[src/rtl/video_sync.sv]
// Free-running raster timing generator: pixel position, blanking and sync pulses.
// Blanking and syncs are registered from the next (x, y) so they align with x/y.
module video_sync #(
  parameter int H_ACTIVE   = 640,
  parameter int H_FRONT    = 16,
  parameter int H_SYNC     = 96,
  parameter int H_BACK     = 48,
  parameter int V_ACTIVE   = 480,
  parameter int V_FRONT    = 10,
  parameter int V_SYNC     = 2,
  parameter int V_BACK     = 33,
  parameter bit H_SYNC_POL = 1'b0,
  parameter bit V_SYNC_POL = 1'b0
) (
  input  logic       clk,
  input  logic       rst,
  output logic       blanking,
  output logic       h_sync,
  output logic       v_sync,
  output logic [9:0] x,
  output logic [9:0] y
);

  localparam int H_TOTAL  = H_ACTIVE + H_FRONT + H_SYNC + H_BACK;
  localparam int V_TOTAL  = V_ACTIVE + V_FRONT + V_SYNC + V_BACK;
  localparam int HS_START = H_ACTIVE + H_FRONT;
  localparam int HS_END   = HS_START + H_SYNC;
  localparam int VS_START = V_ACTIVE + V_FRONT;
  localparam int VS_END   = VS_START + V_SYNC;

  generate
    if (H_TOTAL > 1024 || V_TOTAL > 1024) begin : g_total_check
      $error("video_sync: H_TOTAL and V_TOTAL must not exceed 1024");
    end
  endgenerate

  logic [9:0] x_q, x_d, y_q, y_d;
  logic       blank_q, blank_d;
  logic       hs_q, hs_d;
  logic       vs_q, vs_d;
  logic [10:0] x_ext, y_ext;

  always_comb begin
    x_d = x_q + 10'd1;
    y_d = y_q;
    if (x_q == 10'(H_TOTAL - 1)) begin
      x_d = '0;
      if (y_q == 10'(V_TOTAL - 1)) y_d = '0;
      else                         y_d = y_q + 10'd1;
    end
    // 11-bit compares so range ends equal to 1024 stay representable
    x_ext   = {1'b0, x_d};
    y_ext   = {1'b0, y_d};
    blank_d = (x_ext >= 11'(H_ACTIVE)) || (y_ext >= 11'(V_ACTIVE));
    hs_d    = ((x_ext >= 11'(HS_START)) && (x_ext < 11'(HS_END))) ? H_SYNC_POL : ~H_SYNC_POL;
    vs_d    = ((y_ext >= 11'(VS_START)) && (y_ext < 11'(VS_END))) ? V_SYNC_POL : ~V_SYNC_POL;
  end

  always_ff @(posedge clk or negedge rst) begin
    if (!rst) begin
      x_q     <= '0;
      y_q     <= '0;
      blank_q <= 1'b0;
      hs_q    <= ~H_SYNC_POL;
      vs_q    <= ~V_SYNC_POL;
    end else begin
      x_q     <= x_d;
      y_q     <= y_d;
      blank_q <= blank_d;
      hs_q    <= hs_d;
      vs_q    <= vs_d;
    end
  end

  assign x        = x_q;
  assign y        = y_q;
  assign blanking = blank_q;
  assign h_sync   = hs_q;
  assign v_sync   = vs_q;

endmodule

[config.mk]
export PLATFORM = sky130hd
export DESIGN_NAME = video_sync
export DESIGN_NICKNAME = d
export VERILOG_FILES = /design/src/rtl/video_sync.sv
export SDC_FILE = /design/constraint.sdc
export NUM_CORES = 1
export LEC_CHECK = 0
export BUFFER_PORTS_ARGS = -buffer_cell sky130_fd_sc_hd__buf_2
export CELL_PAD_IN_SITES_DETAIL_PLACEMENT = 0
export CELL_PAD_IN_SITES_GLOBAL_PLACEMENT = 1
export CORE_MARGIN = 2
export CORE_UTILIZATION = 37
export CTS_CLUSTER_SIZE = 25
export DETAILED_ROUTE_END_ITERATION = 16
export HOLD_SLACK_MARGIN = 0.05
export PLACE_DENSITY_LB_ADDON = 0.1
export REMOVE_ABC_BUFFERS = 1
export SKIP_CTS_REPAIR_TIMING = 1
export SYNTH_ARGS = -nofsm -noshare
export SYNTH_HDL_FRONTEND = slang
export SYNTH_SLANG_ARGS = --single-unit
export TNS_END_PERCENT = 100
[constraint.sdc]
create_clock -name clk -period 2.35 [get_ports clk]
set_clock_uncertainty 0.05 [all_clocks]
set_input_delay 0.1175 -clock clk [delete_from_list [all_inputs] [get_ports clk]]
set_output_delay 0.1175 -clock clk [all_outputs]
set_load 0.02 [all_outputs]
; ---- After elaboration in Yosys (flattened, before gate mapping)
; Index checks and enable logic that the tools add are counted.
[totals]
out_inout_bits = 23
regBits = 23
[op_classes]
order_cmp = 6
n_eq_ne = 2
n_addsub = 2
n_reduce_logical = 3
n_mux = 5
[ops]
columns = operator, n
row1 = 10-bit two-way mux, 3
row2 = 10-bit by 1-bit adder with 10-bit output (second input constant), 2
row3 = 10-bit == test (second input constant), 2
row4 = 10-bit greater-or-equal comparator (second input constant), 2
row5 = 10-bit by 9-bit greater-or-equal comparator with 1-bit output (second input constant), 2
row6 = 10-bit < comparator (second input constant), 1
row7 = 10-bit by 9-bit < comparator with 1-bit output (second input constant), 1
row8 = 1-bit logical AND, 2
row9 = 1-bit two-way mux, 2
row10 = 1-bit logical OR, 1

; ---- Longest topological paths before layout
; Gate-level depths: netlist of run 1.
[depth]
ltp_word = 6
ltp_mapped = 7

; ---- Worst setup path before layout of run 1
; Ideal clock, no wire load.
[synth_path]
path_kind = reg-to-reg
startpoint = reg x_q[0], in the netlist x[0]
endpoint = reg vs_q, in the netlist v_sync
setup_ps = 90
t_arrival_ps = 2298
path_stages_with_launch = 8
path_slack_ps = -88
path_buffers = 1
synth_period_minus_slack_ps = 2438
t_required_ps = 2210
cell_sequence = dfrtp_1 ha_1 nand4_1 or3_1 buf_2 or4_4 a21oi_1 nand4bb_1
[synth_between]
elab_chain_len = 5
elab_cells_between_ends = 6
classes_between = order compare (2) / eq/ne (1) / mux (2) / reduce/logical (1)
[synth_rtl]
columns = element, line
row1 = "start, declared", 37  ; logic [9:0] x_q, x_d, y_q, y_d;
row2 = "start signal, assigned", 61  ; x_q <= '0;
row3 = "start signal, assigned", 67  ; x_q <= x_d;
row4 = 10-bit == test *, 46  ; if (x_q == 10'(H_TOTAL - 1)) begin
row5 = 10-bit two-way mux *, 46
row6 = 10-bit by 9-bit greater-or-equal comparator with 1-bit output / 10-bit by 9-bit < comparator with 1-bit output (equally long branches), 56  ; vs_d = ((y_ext >= 11'(VS_START)) && (y_ext < 11'(VS_END))) ? V_SYNC_POL : ~V_SYNC_POL;
row7 = 1-bit logical AND *, 56
row8 = 1-bit two-way mux *, 56
row9 = via vs_d, 40  ; logic vs_q, vs_d;
row10 = "end signal, assigned", 65  ; vs_q <= ~V_SYNC_POL;
row11 = "end signal, assigned", 71  ; vs_q <= vs_d;
row12 = "end, declared", 40
; The timed path passes the listed nets; every way through them passes the cells marked *.

; ---- Worst setup path in the final report of run 1
[layout_path]
startpoint = reg x_q[6], in the netlist x[6]
endpoint = reg blank_q, in the netlist blanking
[layout_between]
elab_chain_len = 4
elab_cells_between_ends = 7
classes_between = add/sub (1) / order compare (2) / eq/ne (1) / mux (2) / reduce/logical (1)
[layout_rtl]
columns = element, line
row1 = 10-bit by 1-bit adder with 10-bit output / 10-bit == test (equally long branches), "44, 46"
row2 = 10-bit two-way mux, 46
row3 = 10-bit greater-or-equal comparator / 10-bit by 9-bit greater-or-equal comparator with 1-bit output (equally long branches), 54  ; blank_d = (x_ext >= 11'(H_ACTIVE)) || (y_ext >= 11'(V_ACTIVE));
row4 = 1-bit logical OR *, 54
row5 = via blank_d, 38  ; logic blank_q, blank_d;
row6 = "end signal, assigned", 69  ; blank_q <= blank_d;
row7 = "end, declared", 38
; Marks and branches as above.

==> results of run 1 <==
==> through the flow <==
stage / hold slack, ns / instances
finish: 0.2524 / 193
global placement: 0.07257 / 187
CTS: -0.2719 / 191
detailed placement: 0.07429 / 187
floorplan: -0.2281 / 112
global route: 0.2961 / 193
==> metal layers <==
metal / routed length, µm / GRT usage / share of wire / up-vias
li1: - / - / - / 492
met1: 1370 / 0.2423 / 0.50 / 469
met2: 1238 / 0.2531 / 0.45 / 23
met3: 97 / 0.02345 / 0.035 / 4
met4: 28 / 0.06211 / 0.010 / 0
met5: 0 / 0 / 0 / -
==> power by group through the flow <==
stage	clock (W)	combinational (W)	sequential, W
3_3_place_gp	0	0.00000875	0.000403
2_1_floorplan	0	0.000000000238	0.000403
3_5_place_dp	0	0.00000881	0.000403
6_report	0.000181	0.00000927	0.000396
5_1_grt	0.000207	0.0000114	0.000396
4_1_cts	0.000190	0.00000888	0.000396
==> final cells by class <==
cell class	instances	area, µm²	share of cell area
clock buffers	4	26.28	0.01815
inverters	7	26.28	0.01815
multi-input cells	82	571.8	0.3950
flip-flops and latches	23	578.1	0.3993
well taps	44	55.05	0.03803
repair buffers	33	190.2	0.1314
==> worst max path at each step <==
stage               start  endpoint  slack (ns)  depth (start not counted)
floorplan            x[0]    v_sync       -0.07                          6
global route         x[6]  blanking        0.01                          6
finish               x[6]  blanking        0.13                          6
detailed placement   x[6]  blanking        0.13                          6
global placement     x[6]  blanking        0.17                          6
CTS                  x[6]  blanking        0.09                          6
==> state kept, by name (all words and copies together), names as in the netlist <==
register and cells:
h_sync 1, v_sync 1, x 10, y 10
blanking 1
==> cells by family (layout without fill, tap and decap cells) <==
logic type | after synthesis | in the layout | synth area share
DFF | 23 | 23 | 0.4894
xor gates and xnor gates | 9 | 9 | 0.06674
buffers and inverters | 9 | 44 | 0.03072
and+or+nand+nor | 54 | 54 | 0.2775
adders and majority gates | 4 | 4 | 0.04237
AOI/OAI and AO/OA | 14 | 14 | 0.08474
muxes | 1 | 1 | 0.008475
==> placed cells by master, fill, tap and decap left out, drive strengths merged, types with 2 or more instances in the layout <==
cell / synthesis / routed
xor2: 6 / 6
o21ai: 3 / 3
nor2: 3 / 3
dfrtp: 21 / 21
a21oi: 3 / 3
inv: 7 / 7
buf: 2 / 32
nand2: 9 / 9
o211ai: 2 / 2
ha: 4 / 4
nor4b: 2 / 2
xnor2: 3 / 3
nand2b: 2 / 2
nand3: 10 / 10
clkbuf: 0 / 4
nor3: 2 / 2
dfstp: 2 / 2
or3: 7 / 7
nor2b: 2 / 2
nor4: 5 / 5
nand4: 5 / 5
==> flow_summary_export.csv, run 1 <==
group,metric,value,unit
cells_and_area,nets,156,
drt,vias_per_cell,5.119,
global_route,grt_pass1_vias,928,
hold_path,hold_path.class,"primary input to async pin",
global_route,grt_pass1_wl,4478,µm
placed_design,place.gp.congestion,0.7972,
drt,vias,988,
critical_path,r2r_start,"x[6]",
cells_and_area,postLayoutCellArea,1448,µm²
yosys,synth.avg_cell_area,10.36,µm²
power,pwr-share-clk,0.308,
yosys,synthArstFlopShare,1.000,
yosys,yosysUniqueCellTypes,36,
critical_path,cp.required,2.48,ns
yosys,synth_top_cell_area_share,0.4449,
yosys,ys_top_cells_by_area,"dfrtp_1, dfstp_2, xor2_1",
power,combPwrFrac,0.016,
power,p_sw,0.0001221,W
cells_and_area,final_util,0.4742,
global_route,grt_overflow,0,
timing,slew_headroom,0.6396,
clock_network,cts_max_level,1,
drt,first_pass_iters,4,
cells_and_area,drive_gt1_frac,0.2819,
clock_network,clkTransAtPathRegs,0.12,ns
global_route,grt_use_total,0.1665,
yosys,yosys_warnings,0,
critical_path,r2r_cells,6,
die,rows,20,
drt,drc,0,
critical_path,r2r_slack,0.13,ns
timing,period_share,0.9435,
die,dieArea,3660,µm²
die,die-width,60.50,µm
power,p_leak,0.7110,nW
timing,rsz0062_at_grt,"no",
yosys,synthTopCellsByCount,"dfrtp_1, nand3_1, nand2_1",
yosys,synth_edf_count,0,
placed_design,port_buffers,24,
power,p_int,0.0004637,W
critical_path,cp_top_family,"simple AND/OR/NAND/NOR gates",
critical_path,worstSetupStartpointType,"flip-flop",
clock_network,cts_buffer_depth,2,
die,die_h,60.50,µm
critical_path,cp_max_fo,5,
timing,worstMarginPinSlew,0.5330,ns
cells_and_area,antenna-diode-count,0,
yosys,ys_ff_latch,23,
power,peakVddDrop,0.2072,mV
yosys,synthFlopType,"dfrtp_1",
die,ios,25,
yosys,yosysMostFrequentCell,"dfrtp_1",
yosys,synth_area,1181,µm²
timing,tns,0,ns
clock_network,clockRootBuffer,"clkbuf_4",
placed_design,place_hpwl,2074,µm
global_route,antenna_found_initial,0,
placed_design,placed_area,1399,µm²
critical_path,crit_path_max_incr_delay,0.45,ns
critical_path,arrival,2.35,ns
yosys,yosysTopAreaCell,"dfrtp_1",
timing,finalSetupViolCount,0,
yosys,ys_seq_area_frac,0.4894,
drt,wl_per_cell,14.17,µm
drt,wirelength,2735,µm
critical_path,end_kind,"flip-flop",
critical_path,slowest_stage,"dfrtp_1",
status,status,"completed",
timing,hold_viol_final,0,
timing,layout_setup_ws,0.1327,ns
cells_and_area,syn2layout_area_growth,22.56,%
die,core_area,3053,µm²
yosys,syn_inst,114,
die,start_util,0.3869,
timing,fmax,451.0,MHz
drt,drtIter0Drc,18,
clock_network,cts_buffers,3,
power,p_per_area,404.6,nW/µm²
power,switching_share,0.2084,
power,pwr-share-seq,0.676,
critical_path,crit_chain,"or3_1, or3_4, buf_4, nor4b_2, xnor2_1, o211ai_1",
power,power.total,0.0005857,W
placed_design,dp_slack,0.1312,ns
global_route,grt_max_degree,24,
job,drv_cap,0,
drt,antenna_left,0,
cells_and_area,fillers,319,
critical_path,rr_endpoint,"blanking",
critical_path,critPathKind,"flip-flop to flip-flop",
critical_path,crit_buf_inv,1,
clock_network,clock_latency,0.30,ns
timing,post-route-min-period,2.217,ns
timing,slew_viol_final,0,
clock_network,clock_sinks,23,
clock_network,cts_tree,"built",
No activity file was read; power rests on OpenSTA's default activity.
==> run 2: changes to the inputs <==
--- a/config.mk
+++ b/config.mk
@@ -8,7 +8,6 @@
 export BUFFER_PORTS_ARGS = -buffer_cell sky130_fd_sc_hd__buf_2
 export CELL_PAD_IN_SITES_DETAIL_PLACEMENT = 0
 export CELL_PAD_IN_SITES_GLOBAL_PLACEMENT = 1
-export CORE_MARGIN = 2
 export CORE_UTILIZATION = 37
 export CTS_CLUSTER_SIZE = 25
 export DETAILED_ROUTE_END_ITERATION = 16
==> run 2 against run 1 <==
Net effect: maximum frequency shrank 0.13%; power grew 0.51%; sequential power is essentially flat; largest power group unchanged; sequential share of layout area shrank 0.10 points; first-iteration DRC count grew 130%; hold slack gained 0.0030 ns; die area shrank 6.5%; cell count shrank 0.52%; non-clock buffer count shrank 1; via count grew 0.51%; largest cell class is now multi-input gates; global-route usage grew 1.0 points.
==> flow_summary_export.csv, run 2 (same netlist as run 1, synthesis figures left out) <==
group,metric,value,unit
die,dieArea,3422,µm²
timing,hold_viol_final,0,
global_route,grt_overflow,0,
global_route,grt_max_degree,24,
placed_design,placed_area,1399,µm²
drt,vias,993,
timing,fin_hold_ws,0.2553,ns
clock_network,clock_latency,0.30,ns
global_route,antenna_found_initial,0,
global_route,grt_use_total,0.1765,
power,power.total,0.0005887,W
timing,slew_viol_final,0,
global_route,grt_pass1_vias,956,
drt,drc,0,
critical_path,cp_top_family,"simple AND/OR/NAND/NOR gates",
clock_network,clockRootBuffer,"clkbuf_4",
critical_path,slowest_stage,"or4_4",
cells_and_area,final_util,0.4754,
drt,antenna_left,0,
die,start_util,0.3869,
die,die_h,58.50,µm
die,ios,25,
timing,period_share,0.9447,
drt,drtIter0Drc,42,
critical_path,crit_top_cell,"or3_1",
critical_path,startpoint,"x[6]",
critical_path,critPathKind,"flip-flop to flip-flop",
clock_network,clkTransAtPathRegs,0.13,ns
cells_and_area,antenna-diode-count,0,
power,p_leak,0.7260,nW
drt,wl_per_cell,14.23,µm
critical_path,cp.required,2.53,ns
placed_design,place_hpwl,1986,µm
timing,post-route-min-period,2.220,ns
timing,worstMarginPinSlew,0.5341,ns
clock_network,cts_buffers,3,
power,p_per_area,405.6,nW/µm²
cells_and_area,postLayoutCellArea,1451,µm²
status,status,"completed",
hold_path,hold_path.class,"primary input to async pin",
cells_and_area,syn2layout_area_growth,22.88,%
clock_network,cts_max_level,1,
die,die-width,58.50,µm
cells_and_area,final_common_cell,"buf_2",
die,core_area,3053,µm²
die,rows,20,
drt,wirelength,2732,µm
job,drv_cap,0,
critical_path,crit_chain,"or3_1, or3_1, or4_4, a21oi_1, nand4bb_1",
placed_design,port_buffers,24,
drt,first_pass_iters,4,
placed_design,placed_cells,187,
critical_path,arrival,2.40,ns
clock_network,cts_tree,"built",
critical_path,cp_max_fo,5,
placed_design,place.gp.congestion,0.8055,
drt,vias_per_cell,5.172,
global_route,grt_pass1_wl,4567,µm
cells_and_area,final_cells,192,
timing,slew_headroom,0.6440,
power,peakVddDrop,0.1843,mV
critical_path,r2r_start,"x[6]",
timing,rsz0062_at_grt,"no",
cells_and_area,drive_gt1_frac,0.2770,
critical_path,crit_path_max_incr_delay,0.54,ns
cells_and_area,fillers,303,
clock_network,cts_buffer_depth,2,
timing,fmax,450.4,MHz
timing,finalSetupViolCount,0,
critical_path,end_kind,"flip-flop",
cells_and_area,nets,155,
critical_path,crit_buf_inv,0,
critical_path,worstSetupStartpointType,"flip-flop",
cells_and_area,mostFrequentLayoutCells,"buf_2, dfrtp_1, nand3_1",
clock_network,clock_sinks,23,
-- run 2: cell types whose count changed in the layout (fill, tap and decap cells not counted), sizes merged --
| cell | change |
|---|---|
| buf | -1 |
-- run 2: per-stage QoR --
step                      setup TNS [ns]  worst slack (ns)
after floorplan                 -0.06860          -0.06860
after global placement                 0            0.1740
after detailed placement               0            0.1540
after CTS                              0            0.1172
after global routing                   0           0.01634
final                                  0            0.1298
-- run 2: worst reg2reg max path: stages, from the launching register on --
cell	delay (ns)
dfrtp_1	0.44
or3_1	0.39
or3_1	0.44
or4_4	0.54
a21oi_1	0.17
nand4bb_1	0.11
-- run 2: final cells by class --
cell class	count	area, µm²	area share
clock buffer	4	26.28	0.01810
inverter	7	26.28	0.01810
multi-input combinational	82	583.1	0.4017
sequential	23	578.1	0.3983
tap	44	55.05	0.03793
timing repair buffer	32	182.7	0.1259
-- run 2: power breakdown --
| part | internal [W] | total [W] | leakage [nW] | switching [W] |
|---|---|---|---|---|
| Clock | 0.0000661 | 0.000183 | 0.0150 | 0.000117 |
| Sequential | 0.000396 | 0.000396 | 0.300 | 0 |
| Combinational | 0.00000167 | 0.00000953 | 0.411 | 0.00000786 |
-- run 2: worst paths after layout --
kind | endpoint | slack (ns) | cells past startpoint
worst max-delay path | v_sync | 0.13 | 5
worst min-delay path | x[7] | 0.26 | 2
worst max register to register | v_sync | 0.13 | 5
worst min register to register | x[0] | 0.46 | 1
max in group asynchronous | v_sync | 1.62 | 2
min in group clk | x[0] | 0.46 | 1
-- run 2: layer usage --
| layer | track usage | routed length (µm) | vias to the layer above |
|---|---|---|---|
| li1 | - | - | 489 |
| met1 | 0.2587 | 1348 | 471 |
| met2 | 0.2677 | 1234 | 29 |
| met3 | 0.02418 | 111 | 4 |
| met4 | 0.06122 | 37 | 0 |
| met5 | 0 | 0 | - |
==> run 3: changes to the inputs <==
--- a/config.mk
+++ b/config.mk
@@ -12,7 +12,7 @@
 export CTS_CLUSTER_SIZE = 25
 export DETAILED_ROUTE_END_ITERATION = 16
 export HOLD_SLACK_MARGIN = 0.05
-export PLACE_DENSITY_LB_ADDON = 0.1
+export PLACE_DENSITY = 0.85
 export REMOVE_ABC_BUFFERS = 1
 export SKIP_CTS_REPAIR_TIMING = 1
 export SYNTH_ARGS = -nofsm -noshare
==> run 3 against run 2 <==
Net effect: maximum frequency grew 1.1%; sequential cell count unchanged; highest routed layer unchanged; routed wire length fell by 9.3%.
==> flow_summary_export.csv, run 3 (same netlist as run 1, synthesis figures left out) <==
group,metric,value,unit
clock_network,clock_sinks,23,
global_route,grt_pass1_wl,4360,µm
power,combPwrFrac,0.016,
clock_network,cts_buffer_depth,2,
die,start_util,0.3869,
die,core_area,3053,µm²
critical_path,end_kind,"flip-flop",
power,p_per_area,407.2,nW/µm²
cells_and_area,drive_gt1_frac,0.2789,
hold_path,hold_path.class,"primary input to async pin",
placed_design,dp_slack,0.1058,ns
placed_design,port_buffers,24,
global_route,grt_max_degree,24,
die,die_h,58.50,µm
drt,drtIter0Drc,38,
power,p_sw,0.0001229,W
drt,wl_per_cell,12.98,µm
cells_and_area,mostFrequentLayoutCells,"buf_2, dfrtp_1, nand3_1",
critical_path,arrival,2.39,ns
power,p_leak,0.7067,nW
global_route,grt_util_met1,0.2313,
critical_path,critPathKind,"flip-flop to flip-flop",
drt,drc,0,
drt,antenna_left,0,
timing,fmax,455.2,MHz
status,status,"completed",
critical_path,worstSetupStartpointType,"flip-flop",
clock_network,cts_buffers,3,
clock_network,clkTransAtPathRegs,0.13,ns
job,drv_cap,0,
drt,wirelength,2479,µm
timing,worstMarginPinSlew,0.4971,ns
clock_network,cts_max_level,1,
die,rows,20,
timing,period_share,0.9348,
placed_design,place.gp.congestion,0.8061,
cells_and_area,final_common_cell,"buf_2",
critical_path,cp.required,2.54,ns
cells_and_area,nets,154,
drt,vias_per_cell,5.209,
timing,post-route-min-period,2.197,ns
timing,hold_viol_final,0,
critical_path,cp_max_fo,7,
cells_and_area,postLayoutCellArea,1434,µm²
placed_design,placed_area,1391,µm²
critical_path,r2r_slack,0.15,ns
timing,layout_setup_ws,0.1532,ns
timing,tns,0,ns
cells_and_area,syn2layout_area_growth,21.40,%
placed_design,place_hpwl,1860,µm
global_route,grt_overflow,0,
global_route,antenna_found_initial,0,
global_route,grt_busiest_layer,"met2",
global_route,grt_use_total,0.1690,
clock_network,cts_tree,"built",
cells_and_area,fillers,302,
die,ios,25,
clock_network,clock_latency,0.31,ns
global_route,grt_use_met2,0.2644,
global_route,use_met3,0.03516,
critical_path,r2r_start,"x[6]",
drt,first_pass_iters,6,
power,peakVddDrop,0.2002,mV
power,pwr-share-seq,0.678,
timing,slew_headroom,0.6639,
cells_and_area,final_util,0.4697,
cells_and_area,antenna-diode-count,0,
drt,vias,995,
power,power.total,0.0005839,W
global_route,grt_pass1_vias,965,
timing,slew_viol_final,0,
power,pwr-share-clk,0.306,
timing,rsz0062_at_grt,"no",
clock_network,clockRootBuffer,"clkbuf_4",
die,dieArea,3422,µm²
die,die-width,58.50,µm
critical_path,r2r_cells,5,
timing,finalSetupViolCount,0,
power,p_int,0.0004611,W
power,switching_share,0.2104,
critical_path,rr_endpoint,"v_sync",
run 3: cell count changes in the layout (fill, tap and decap cells not counted):
cell	change
nor4b_2	+1
xnor2_2	-1
buf_4	-1
clkinv_2	+1
xnor2_1	+1
or3_4	+1
clkbuf_1	-1
nor4b_4	-1
or3_1	-1
run 3: per-layer routing:
layer / wire length [µm] / vias to the layer above
met2: 1127 / 29
li1: - / 488
met1: 1188 / 473
met4: 49 / 0
met3: 114 / 5
met5: 0 / -
run 3: power groups by stage:
stage / registers (W) / clock network (W) / logic, W
2_1_floorplan: 0.000403 / 0 / 0.000000000238
3_3_place_gp: 0.000403 / 0 / 0.00000829
3_5_place_dp: 0.000403 / 0 / 0.00000856
4_1_cts: 0.000396 / 0.000188 / 0.00000850
5_1_grt: 0.000396 / 0.000208 / 0.0000114
6_report: 0.000396 / 0.000179 / 0.00000909
run 3: worst max path at each step:
stage | cells after the start | slack, ns | to | start
final | 5 | 0.15 | v_sync | x[6]
after global routing | 5 | 0.07 | v_sync | x[6]
after CTS | 5 | 0.06 | v_sync | x[6]
after detailed placement | 5 | 0.11 | v_sync | x[6]
after global placement | 5 | 0.14 | v_sync | x[6]
after floorplan | 6 | -0.07 | v_sync | x[0]
run 3: through the flow:
stage | hold slack, ns | instances
after floorplan | -0.2281 | 112
after global placement | 0.05908 | 186
after detailed placement | 0.06717 | 186
after CTS | -0.2886 | 190
after global routing | 0.2981 | 191
final | 0.2426 | 191
run 3: worst max-delay path, stage by stage, from the launching register on:
cell       delay, ns
dfrtp_1         0.45
or3_1           0.39
or3_4           0.43
or4_4           0.53
a21oi_1         0.15
nand4bb_1       0.12
run 3: area by class of cell:
type | instances | area (µm²) | share of cell area
flip-flops and latches | 23 | 578.1 | 0.4031
multi-input cells | 82 | 571.8 | 0.3988
repair buffers | 31 | 175.2 | 0.1222
well taps | 44 | 55.05 | 0.03839
inverters | 7 | 26.28 | 0.01832
clock buffers | 3 | 22.52 | 0.01571
clock inverters | 1 | 5.005 | 0.003490
